$ cat config.mk
export PLATFORM = sky130hd
export DESIGN_NAME = fifo_burst_wr_arbiter
export DESIGN_NICKNAME = d
export VERILOG_FILES = /design/src/rtl/fifo_burst_wr_arbiter.sv
export SDC_FILE = /design/constraint.sdc
export NUM_CORES = 1
export LEC_CHECK = 0
export ABC_AREA = 1
export CORE_AREA = 2 2 132 134
export CTS_CLUSTER_DIAMETER = 50
export CTS_CLUSTER_SIZE = 40
export DETAILED_ROUTE_END_ITERATION = 7
export DIE_AREA = 0 0 134 136
export PLACE_DENSITY = 0.65
export SYNTH_ARGS = -nofsm -noshare
export SYNTH_HDL_FRONTEND = slang
export SYNTH_SLANG_ARGS = --single-unit
$ cat constraint.sdc
create_clock -name clk -period 1.5 [get_ports clk]
set_input_delay 0.225 -clock clk [delete_from_list [all_inputs] [get_ports clk]]
set_output_delay 0.225 -clock clk [all_outputs]
set_load 0.01 [all_outputs]
$ cat src/rtl/fifo_burst_wr_arbiter.sv
// Round-robin burst write arbiter sharing one FIFO write port between NUM_REQ producers.
// Words are written as {source id, payload}; a burst is admitted only if MAX_BURST words fit.
module fifo_burst_wr_arbiter #(
  parameter int NUM_REQ    = 4,
  parameter int ID_WIDTH   = 2,
  parameter int DATA_WIDTH = 62,
  parameter int DATA_DEPTH = 9,
  parameter int CNT_WIDTH  = 9,
  parameter int MAX_BURST  = 16
) (
  input  logic                           clk,
  input  logic                           srst,
  input  logic [NUM_REQ-1:0]             req_valid,
  input  logic [NUM_REQ-1:0]             req_last,
  input  logic [NUM_REQ*DATA_WIDTH-1:0]  req_data,
  output logic [NUM_REQ-1:0]             req_ready,
  output logic [DATA_WIDTH+ID_WIDTH-1:0] fifo_din,
  output logic                           fifo_wr_en,
  input  logic                           fifo_full,
  input  logic [CNT_WIDTH:0]             fifo_data_count,
  output logic [ID_WIDTH-1:0]            grant_id,
  output logic                           busy,
  output logic                           burst_err
);
  // state | meaning
  // IDLE  | no owner; admission check and round-robin pick from rr_ptr
  // BURST | grant_id owns the write port until last or MAX_BURST beats

  localparam int BCW = $clog2(MAX_BURST) + 1;
  localparam int FW  = CNT_WIDTH + 2;

  typedef enum logic {IDLE, BURST} state_t;

  state_t                state, state_nxt;
  logic [ID_WIDTH-1:0]   rr_ptr, rr_ptr_nxt;
  logic [ID_WIDTH-1:0]   grant_nxt, pick_id, grant_inc;
  logic [BCW-1:0]        beat_cnt, beat_cnt_nxt;
  logic                  burst_err_nxt;
  logic                  pick_vld, admit, xfer;
  logic                  cur_valid, cur_last;
  logic [FW-1:0]         free;
  logic [DATA_WIDTH-1:0] cur_data;

  assign free      = FW'(2**DATA_DEPTH) - FW'(fifo_data_count);
  assign admit     = (free >= FW'(MAX_BURST));
  assign cur_valid = req_valid[grant_id];
  assign cur_last  = req_last[grant_id];
  assign cur_data  = req_data[grant_id*DATA_WIDTH +: DATA_WIDTH];
  assign grant_inc = (grant_id == ID_WIDTH'(NUM_REQ-1)) ? '0 : grant_id + 1'b1;

  // First valid requester at or above rr_ptr, wrapping modulo NUM_REQ.
  always_comb begin
    int idx;
    idx      = 0;
    pick_vld = 1'b0;
    pick_id  = '0;
    for (int k = 0; k < NUM_REQ; k++) begin
      idx = int'(rr_ptr) + k;
      if (idx >= NUM_REQ) idx = idx - NUM_REQ;
      if (!pick_vld && req_valid[idx]) begin
        pick_vld = 1'b1;
        pick_id  = ID_WIDTH'(idx);
      end
    end
  end

  always_comb begin
    state_nxt     = state;
    rr_ptr_nxt    = rr_ptr;
    grant_nxt     = grant_id;
    beat_cnt_nxt  = beat_cnt;
    burst_err_nxt = 1'b0;
    req_ready     = '0;
    xfer          = 1'b0;
    fifo_wr_en    = 1'b0;
    fifo_din      = {grant_id, cur_data};
    busy          = (state == BURST);
    case (state)
      IDLE: begin
        if (pick_vld && admit) begin
          grant_nxt    = pick_id;
          beat_cnt_nxt = '0;
          state_nxt    = BURST;
        end
      end
      BURST: begin
        req_ready[grant_id] = ~fifo_full;
        xfer                = cur_valid & ~fifo_full;
        fifo_wr_en          = xfer;
        if (xfer) begin
          beat_cnt_nxt = beat_cnt + 1'b1;
          // A missing last after MAX_BURST beats is cut off and flagged.
          if (cur_last || (beat_cnt == BCW'(MAX_BURST-1))) begin
            state_nxt     = IDLE;
            rr_ptr_nxt    = grant_inc;
            burst_err_nxt = ~cur_last;
          end
        end
      end
      default: state_nxt = IDLE;
    endcase
  end

  always_ff @(posedge clk) begin
    if (srst) begin
      state     <= IDLE;
      rr_ptr    <= '0;
      grant_id  <= '0;
      beat_cnt  <= '0;
      burst_err <= 1'b0;
    end else begin
      state     <= state_nxt;
      rr_ptr    <= rr_ptr_nxt;
      grant_id  <= grant_nxt;
      beat_cnt  <= beat_cnt_nxt;
      burst_err <= burst_err_nxt;
    end
  end

endmodule

After elaboration in Yosys (flattened, before gate mapping)
Index checks and enable logic that the tools add are counted.
{ "totals": {"reg_bits": 11, "latchBits": 0, "output_inout_bits": 73, "input_bits": 269, "elab_cells": 92, "n_memories": 0, "ram_bits": 0, "mem_bits_ro": 0} }
{ "classes": {"multipliers": 1, "n_div": 0, "n_shift": 1, "eq_ne": 4, "reduce_logical": 13, "addsub": 10, "n_lt_le_gt_ge": 11, "n_bitwise": 7, "mux": 40} }
{ "ops": {"columns": ["op", "count"], "rows": [
  ["variable part select 248 x 9 -> 62 bit", 1],
  ["< comparator 32 x 4 -> 1 bit (second input constant)", 4],
  ["two-way mux 32 bit", 4],
  ["two-way mux 1 bit", 19],
  ["binary-select mux 1 bit (select 2 bit)", 6],
  ["subtractor 3 x 3 -> 4 bit (second input constant)", 3],
  [">= comparator 11 x 5 -> 1 bit (second input constant)", 1],
  ["subtractor 10 x 10 -> 11 bit (first input constant)", 1],
  ["two-way mux 2 bit", 5],
  ["two-way mux 5 bit", 2],
  ["one-hot mux 5 bit (2 select lines)", 1],
  [">= comparator 3 bit (second input constant)", 3],
  ["multiplier 2 x 5 -> 7 bit (second input constant)", 1],
  ["adder 2 x 2 -> 3 bit (second input constant)", 2],
  ["adder 5 x 1 -> 5 bit (second input constant)", 1],
  ["equality test 5 x 4 -> 1 bit (second input constant)", 1],
  ["logical AND 1 bit", 5],
  ["inverter 1 bit", 5],
  ["AND 4 bit", 1],
  ["two-way mux 4 bit", 1],
  ["AND reduction 2 bit", 2],
  ["OR reduction 4 bit", 1],
  ["subtractor 2 x 3 -> 4 bit (second input constant)", 1],
  ["adder 2 x 1 -> 3 bit (second input constant)", 1],
  ["other kinds (13)", 15]
]} }

Longest topological paths before layout
Gate-level depths: netlist (run 1).
{ "depth": {"depth_word": 18, "ltp_mapped": 11, "ltp_nobuf": 11} }

Worst setup path after synthesis (run 1)
Ideal clock, no wire load.
{ "synth_path": {"path_kind": "reg-to-output", "start": "register grant_id[0]", "end": "output fifo_din[10]", "path_stages_with_launch": 6, "setup_slack_ns": -0.157, "required_time_ns": 1.275, "path_buffers": 3, "arrival_time_ns": 1.432, "path_cell_list": "dfxtp_1 buf_4 buf_2 clkbuf_1 nor2_1 o22ai_1"} }
{ "synth_via": {"elab_chain_len": 2} }
{ "synth_lines": {"columns": ["element", "line", "text"], "rows": [
  ["start: declaration", "21", "output logic [ID_WIDTH-1:0] grant_id,"],
  ["start signal: assignment", "114", "grant_id <= grant_nxt;"],
  ["multiplier 2 x 5 -> 7 bit", "48", "assign cur_data = req_data[grant_id*DATA_WIDTH +: DATA_WIDTH];"],
  ["variable part select 248 x 9 -> 62 bit", "48", null],
  ["end: declaration", "17", "output logic [DATA_WIDTH+ID_WIDTH-1:0] fifo_din,"]
]} }
No other way between the ends.

Worst setup path after layout (run 1)
{ "layout_path": {"start": "register grant_id[0]", "end": "output fifo_din[48]"} }
The elaborated chain is that of the path after synthesis.

==> impl_results.md, run 1 <==
- Tmin final: around 1.7 ns
- GRT Util Overall: roughly 18%
- Vias: between 5000 and 6000
- Final #Nets: 1182
- Residual DRC: 0
- Diode count: 0
- Total CTS buffers: 3
- Starting DRT DRC Count: about 130
- Clock root cell: clkbuf_16
- Syn. warnings: 0
- CP required: 1.27 ns
- Worst-case clock buffer depth: 2
- Global-route wire length before repair: ~26000 um
- Final setup fails: 75
- Fmax: 572 MHz
- Syn_nets: between 700 and 800
- Worst path bufs/invs: 4
- Pwr per Cell Area: 654 nW/um^2
- Die W: 134 um
- Worst-path cell chain: buf_12 -> clkbuf_16 -> buf_8 -> o21ai_2 -> o22ai_1 -> buf_2
- Top cell type's share of synthesized area: 24.7%
- Vias in the first global route: just under 5000
- Initial core utilization: between 10% and 20%
- End point of the critical path: fifo_din[48]
- Critical path startpoint category: flop
- Drt pass-1 iters: 4
- Clock transition at path regs: ~0.050 ns
- Avg Vias per Cell: between 4 and 5
- RSZ-0062 raised after global routing: true
- Routability Congestion: roughly 0.84
- Initial antenna violation count: 0
- Failing checks: negative setup slack
- IO Count: roughly 340
- WP depth: 6
- Worst setup EP type: output pin
- Worst r2r src: grant_id[0]$_SDFFE_PP0P_
- Post-synth ARST share: 0%
- Max-slew headroom: ~74%
- Least-Margin Pin Slew: approximately 0.38 ns
- Worst EP arrival: approximately 1.5 ns
- Setup WS pre-CTS: -0.497 ns
- CTS tree: done
- Final Power: between 0.004 and 0.005 W
- Sink Count: 11
- Crit path from: grant_id[0]$_SDFFE_PP0P_
- Period utilisation layout: 117%
- Maximum vdd ir drop: 0.000316 V
- Critical-path maximum fanout: 5
- Grt ovf: 0
- Post-synth top area cell: o21ai_0
- Filler Cell Count: roughly 1700
- Die area: between 15000 and 20000 sq um
- Mapped Area: roughly 2600 sq um
- Routed wire per std cell: 16.6 um
- Most instantiated library cell after synthesis: nor2_1
- Max-slew violation count: 0
- Status: complete, but fails checks
- Post-synthesis sequential area ratio: around 8.4%
- Synth Area per Inst: 5.12 sq um
- Detailed placement HPWL: 13600 um
- Htree depth: 1
- Mapped Cells: between 500 and 600
- CP max stage cell: dfxtp_4
- Flops & latches, synth: 11
- Primary FF master, synth: dfxtp_1
- Largest net degree at the start of global routing: 28
- Yosys cell types: 30
- Leakage: 3.18 nW
- Commonest cells post-synth: 147 x nor2_1, 129 x o21ai_0, 62 x o22ai_1
- Max-cap viol count: 0
- Hold_ws: roughly 0.50 ns
- Post-Route WL: 18800 um
- Routed Antenna Nets: 0
- CP peak stage delay: about 0.42 ns
- EDFF count, synth: 0
- Syn-to-layout area delta: 191%
- Synth top area cells: o21ai_0 25%, nor2_1 21%, o22ai_1 15%, dfxtp_1 8.4%, nand2_1 6.3%
- Reg2reg setup slack: -0.14 ns
- Max Clock Skew: roughly 0.0013 ns
- Cts hold-fix bufs: 0
- Worst path top cell family by delay: buffers and inverters
- Core area: 16900 sq um
- Reg-to-reg endpoint: rr_ptr[0]$_SDFFE_PP0P_
- Min-Delay Path Class: flop to flop
- Die Ht: between 100 and 150 um
- Cell Rows: 48
- Reg2reg path depth: 10
- Final hold vios: 0
- Worst skew pair latency: about 0.24 ns
- Critical path class: flop to output pin
- Port buffer count: around 340
- Setup ws final: -0.248 ns
- Share of layout cells above drive strength 1: approximately a third
[placed cells by master, fill, tap and decap left out, types with 3 or more instances in the layout]
cell and instances:
buf_16 4, nor3_2 3, buf_4 43, buf_2 65, dfxtp_1 7, o22ai_1 54
ha_1 5, clkdlybuf4s50_1 265, nand2_4 6, a21oi_1 5, nor2_1 126, dlygate4sd2_1 6
o211ai_1 3, clkbuf_16 10, buf_6 22, inv_1 17, o22ai_2 8, o21ai_0 40
nor2_4 7, nand2_1 28, nand3_2 4, buf_12 16, o21ai_2 44, inv_2 4
nand2_2 12, a21oi_2 4, nand3_4 4, dfxtp_4 4, o21ai_1 45, nand3_1 7
nor2_2 16
[layer usage]
metal	global-route usage, %	share of wire, %	vias to the layer above
met5	0	0	-
met4	2.96	0.88	0
met3	2.76	5.2	14
met2	32.5	52	177
met1	22.4	42	2344
li1	-	-	2577
[worst register-to-register path, stage by stage (launching register included)]
cell	delay, ns
dfxtp_4	0.39
buf_12	0.15
buf_16	0.14
nand2_2	0.06
o211ai_1	0.08
nand2_1	0.12
nand3_4	0.09
buf_6	0.14
nor2_4	0.12
nand2_2	0.07
o31ai_1	0.19
[stage by stage]
| step | instance area [sq um] | setup TNS, ns | util (%) | instances |
|---|---|---|---|---|
| 3_5_place_dp | 6720 | -22.18 | 39.8 | 1095 |
| 4_1_cts | 7040 | -9.19 | 41.7 | 1114 |
| 6_report | 7620 | -8.63 | 45.1 | 1131 |
| 2_1_floorplan | 2630 | 0 | - | 511 |
| 5_1_grt | 7620 | -13.04 | 45.1 | 1131 |
| 3_3_place_gp | 6720 | -21.71 | 39.8 | 1095 |
[area by class of cell]
cell class                 instances  area, sq um  share of cell area, %
clock buffer                       3         75.1                  0.986
clock inverter                     1         5.00                 0.0657
inverter                          24          105                   1.38
multi-input combinational        432         2600                   34.1
sequential                        11          235                   3.09
tap                              225          282                   3.70
timing repair buffer             435         4320                   56.7
[worst min-delay path by stage]
stage / cells past startpoint / to / start
6_report: 2 / beat_cnt[1]$_SDFFE_PP0P_ / beat_cnt[1]$_SDFFE_PP0P_
5_1_grt: 2 / beat_cnt[4]$_SDFFE_PP0P_ / beat_cnt[4]$_SDFFE_PP0P_
3_5_place_dp: 2 / beat_cnt[4]$_SDFFE_PP0P_ / beat_cnt[4]$_SDFFE_PP0P_
2_1_floorplan: 1 / beat_cnt[1]$_SDFFE_PP0P_ / srst
3_3_place_gp: 2 / beat_cnt[4]$_SDFFE_PP0P_ / beat_cnt[4]$_SDFFE_PP0P_
4_1_cts: 2 / beat_cnt[1]$_SDFFE_PP0P_ / beat_cnt[1]$_SDFFE_PP0P_
[flip-flops by register name (all words and copies together) (netlist names)]
signal / flops
grant_id: 2
beat_cnt: 5
rr_ptr: 2
burst_err: 1
busy: 1
[kinds of logic (layout without fill, tap and decap cells)]
logic type,Yosys count,in the layout,synth area share [%]
AO/OA/AOI/OAI,206,206,42.9
XOR/XNOR,1,1,0.335
adder cells (fa/ha/maj),6,6,2.87
buffers and inverters,69,463,10.9
flip-flops,11,11,8.42
AND/OR/NAND/NOR,218,219,34.5
[repair_timing]
action                                  CTS  global route
endpoints found under the setup margin   82            79
gates cloned                              6             7
buffers inserted                          9            12
pin swaps                                22            52
resized for setup                       407           137
[where the power goes]
part	internal [W]	leakage, nW	switching (W)
combinational	0.00223	3.05	0.00190
clock	0.000354	0.0409	0.000145
sequential	0.000313	0.0925	0.0000445
total	0.00290	3.18	0.00208
Power figures use the tool's default switching activity.
==> run 2: changes to the inputs <==
--- a/config.mk
+++ b/config.mk
@@ -11,6 +11,7 @@
 export CTS_CLUSTER_SIZE = 40
 export DETAILED_ROUTE_END_ITERATION = 7
 export DIE_AREA = 0 0 134 136
+export GPL_ROUTABILITY_DRIVEN = 0
 export PLACE_DENSITY = 0.65
 export SYNTH_ARGS = -nofsm -noshare
 export SYNTH_HDL_FRONTEND = slang
==> results of run 2 <==
No change in the layout: final DEF, timing and power equal those of run 1.
==> variant 1 (flow settings as in run 2) <==
Make the reset (`srst`) asynchronous in one clocked block.
--- a/src/rtl/fifo_burst_wr_arbiter.sv
+++ b/src/rtl/fifo_burst_wr_arbiter.sv
@@ -101,7 +101,7 @@
     endcase
   end
 
-  always_ff @(posedge clk) begin
+  always_ff @(posedge clk or posedge srst) begin
     if (srst) begin
       state     <= IDLE;
       rr_ptr    <= '0;
Formal check against the unedited RTL: differs if srst is asserted again (counterexample within 4 cycles, from zero or initial values and one cycle with srst high); with srst held inactive, the same outputs for 4 cycles.
==> variant 1 against run 2 <==
- the run still ends with setup timing left
- routed wire length fell by 1.3%
- critical path type unchanged
- register-to-register slack worse by 0.11 ns
- setup slack got worse by 0.059 ns
- largest cell class unchanged
- critical path depth down 1
- cell area is 3.0% higher
- first-iteration DRC count up 43%
- highest routed layer unchanged
- area after synthesis up 2.6%
- via count shrank 1.3%
- sequential cell count stayed put
- die area unchanged
Power is not compared: it rests on default switching activity, and its combinational part moved more than twofold at a synthesized area within 25%.
==> variant 1: results (changes against run 2) <==
| Metric | Value |
|---|---|
| Routed WL | 18500 um (was 18750 um) |
| Met2 wire len | 9564 um (was 9786 um) |
| TNS Setup | -18.66 ns (was -8.630 ns) |
| Cell area after layout | 7849 um2 (was 7617 um2) |
| Vias in the first global route | 4912 (was 4840) |
| Post-route met1 wirelength | 7401 um (was 7818 um) |
| Slew at the pin closest to its max-slew limit | 0.4336 ns (was 0.3838 ns) |
| Met2 global-route usage | 32.93% (was 32.48%) |
| FFs w/ async S/R, synth | 100.0% (was 0%) |
| Pin count of the biggest net entering global routing | 26 (was 28) |
| Outcome | finished, violations left (unchanged) |
| Global-route wire length before repair | 26440 um (was 25930 um) |
| Setup violators final | 79 (was 75) |
| Slowest cell on crit path | dfrtp_4 (was dfxtp_4) |
| Clkbuf count | 4 (was 3) |
| Crit path max fanout | 6 (was 5) |
| Final setup margin | -0.3070 ns (was -0.2479 ns) |
| Dpl cell area | 6955 um2 (was 6719 um2) |
| Clock network area share | 1.004% (was 1.051%) |
| Syn Nets | 785 (was 786) |
| Nets@finish | 1163 (was 1182) |
| CP top delay family | flip-flops (was buffers and inverters) |
| Reg area | 281.5 um2 (was 235.2 um2) |
| Multi-input gates | 425 (was 432) |
| DP Cell Count | 1077 (was 1095) |
| Worst hold path type | primary input to asynchronous set/reset pin (was flop to flop) |
| Post-DP HPWL | 13810 um (was 13580 um) |
| Failing checks | setup timing (unchanged) |
variant 1: what timing repair did:
item / in CTS / in global routing
pin swaps: 27 / 30
buffers inserted: 17 / 3
gates cloned: 8 / 5
resized for setup: 472 / 120
setup endpoints to repair: 82 / 80
variant 1: logic make-up (layout without fill, tap and decap cells):
family | after synthesis | after routing | synth area share [%]
xor+xnor | 1 | 1 | 0.3266
compound gates | 198 | 198 | 40.86
simple gates | 220 | 220 | 34.05
buf+inv | 74 | 451 | 11.71
flops | 11 | 11 | 10.26
fa+ha+maj | 6 | 6 | 2.798
variant 1: through the flow:
step	power, uW	hold WS, ns
4_1_cts	11280	0.3039
3_5_place_dp	10020	0.4916
2_1_floorplan	5158	0.07737
5_1_grt	13070	0.3439
6_report	12160	0.2800
3_3_place_gp	10010	0.4864
variant 1: power by group:
part           switching, uW  total, uW  internal (uW)  leakage [uW]
combinational           5610      11000           5410       0.00306
clock                    141        499            358     0.0000382
sequential               212        633            421      0.000135
variant 1: path summary, 6_finish.rpt:
| path | start | end | slack (ns) | cells past startpoint |
|---|---|---|---|---|
| min in group clk | beat_cnt[4] | beat_cnt[4] | 0.51 | 2 |
| hold reg to reg | beat_cnt[4] | beat_cnt[4] | 0.51 | 2 |
| hold / removal | srst | burst_err | 0.28 | 2 |
| setup / recovery | grant_id[0] | fifo_wr_en | -0.31 | 5 |
| max in group asynchronous | srst | grant_id[0] | 0.88 | 2 |
| setup reg to reg | grant_id[0] | beat_cnt[0] | -0.25 | 8 |
variant 1: worst register-to-register path, cell delays in order (launching register included):
cell	delay, ns
dfrtp_4	0.57
buf_8	0.19
a21oi_2	0.19
o21ai_4	0.10
a21oi_4	0.18
buf_6	0.17
inv_8	0.05
or2_0	0.20
nand2_1	0.06
==> variant 2 (flow settings as in run 2) <==
Without the edit above. Set the parameter `DATA_DEPTH` to 4 (it was 9).
--- a/src/rtl/fifo_burst_wr_arbiter.sv
+++ b/src/rtl/fifo_burst_wr_arbiter.sv
@@ -4,7 +4,7 @@
   parameter int NUM_REQ    = 4,
   parameter int ID_WIDTH   = 2,
   parameter int DATA_WIDTH = 62,
-  parameter int DATA_DEPTH = 9,
+  parameter int DATA_DEPTH = 4,
   parameter int CNT_WIDTH  = 9,
   parameter int MAX_BURST  = 16
 ) (
Function: changed (Yosys sat finds a counterexample within 4 cycles, from zero or initial values and one cycle with srst high).
==> variant 2 against run 2 <==
- the run still ends with setup timing left
- count of clock-buffer cells in the layout up 1
- cell area up 12%
- die area unchanged
- total power up 24%
- routed wire length up 12%
- synthesized cell count down 2.5%
- fmax down 2.4%
- cell count up 0.80%
- area after synthesis down 1.5%
- setup slack worse by 0.043 ns
- via count up 4.2%
- sequential cell count unchanged
==> variant 2: results (changes against run 2) <==
| Metric | Value |
|---|---|
| Met1 usage | 24.99% (was 22.35%) |
| Worst clock skew | 0.004540 ns (was 0.001331 ns) |
| Failing checks | setup timing (unchanged) |
| Dpl cell area | 6758 um2 (was 6719 um2) |
| PwrDens | 719.0 nW/um2 (was 653.7 nW/um2) |
| Multi-input gates | 424 (was 432) |
| Slew at the pin closest to its max-slew limit | 0.3335 ns (was 0.3838 ns) |
| Post-CTS setup repair buffer count | 27 (was 9) |
| Final setup margin | -0.2911 ns (was -0.2479 ns) |
| Adder-cell share of the synthesized area | 2.915% (was 2.871%) |
| Via density per instance | 4.672 (was 4.520) |
| Post-DP HPWL | 12890 um (was 13580 um) |
| Compound-Gate Fraction of Synth Area | 44.85% (was 42.92%) |
| Outcome | finished, violations left (unchanged) |
| Reg-to-reg setup timing slack | -0.23 ns (was -0.14 ns) |
| Grt met3 use | 3.207% (was 2.759%) |
| Synth cell count leaders | nor2_1, o21ai_0, o22ai_1 (unchanged) |
| Pre-CTS WS | -0.4975 ns (was -0.4969 ns) |
| Clock network area share | 0.9212% (was 1.051%) |
| Seq/Total Area, Yosys | 8.552% (was 8.421%) |
| Nonclk buf count | 457 (was 435) |
| Clock Power | 495 uW (was 499 uW) |
| WP data arrival | 1.57 ns (was 1.52 ns) |
| Setup violators final | 79 (was 75) |
| Vias in the first global route | 5145 (was 4840) |
| Met3 routed WL | 1463 um (was 979 um) |
| Met2 wire len | 10790 um (was 9786 um) |
| Finished Layout Cells | 1140 (was 1131) |
[variant 2: worst min-delay path by stage]
| stage | startpoint | end | slack [ns] | depth (start not counted) |
|---|---|---|---|---|
| after global routing | beat_cnt[4] | beat_cnt[4] | 0.49 | 2 |
| after global placement | beat_cnt[4] | beat_cnt[4] | 0.46 | 2 |
| after CTS | beat_cnt[4] | beat_cnt[4] | 0.48 | 2 |
| after floorplan | srst | beat_cnt[1] | 0.29 | 1 |
| final | beat_cnt[4] | beat_cnt[4] | 0.48 | 2 |
| after detailed placement | beat_cnt[4] | beat_cnt[4] | 0.47 | 2 |
[variant 2: cells by family (layout without fill, tap and decap cells)]
| kind of cell | after synthesis | in the layout |
|---|---|---|
| compound gates | 212 | 212 |
| xor+xnor | 1 | 1 |
| simple gates | 204 | 205 |
| buf+inv | 64 | 480 |
| flops | 11 | 11 |
| fa+ha+maj | 6 | 6 |
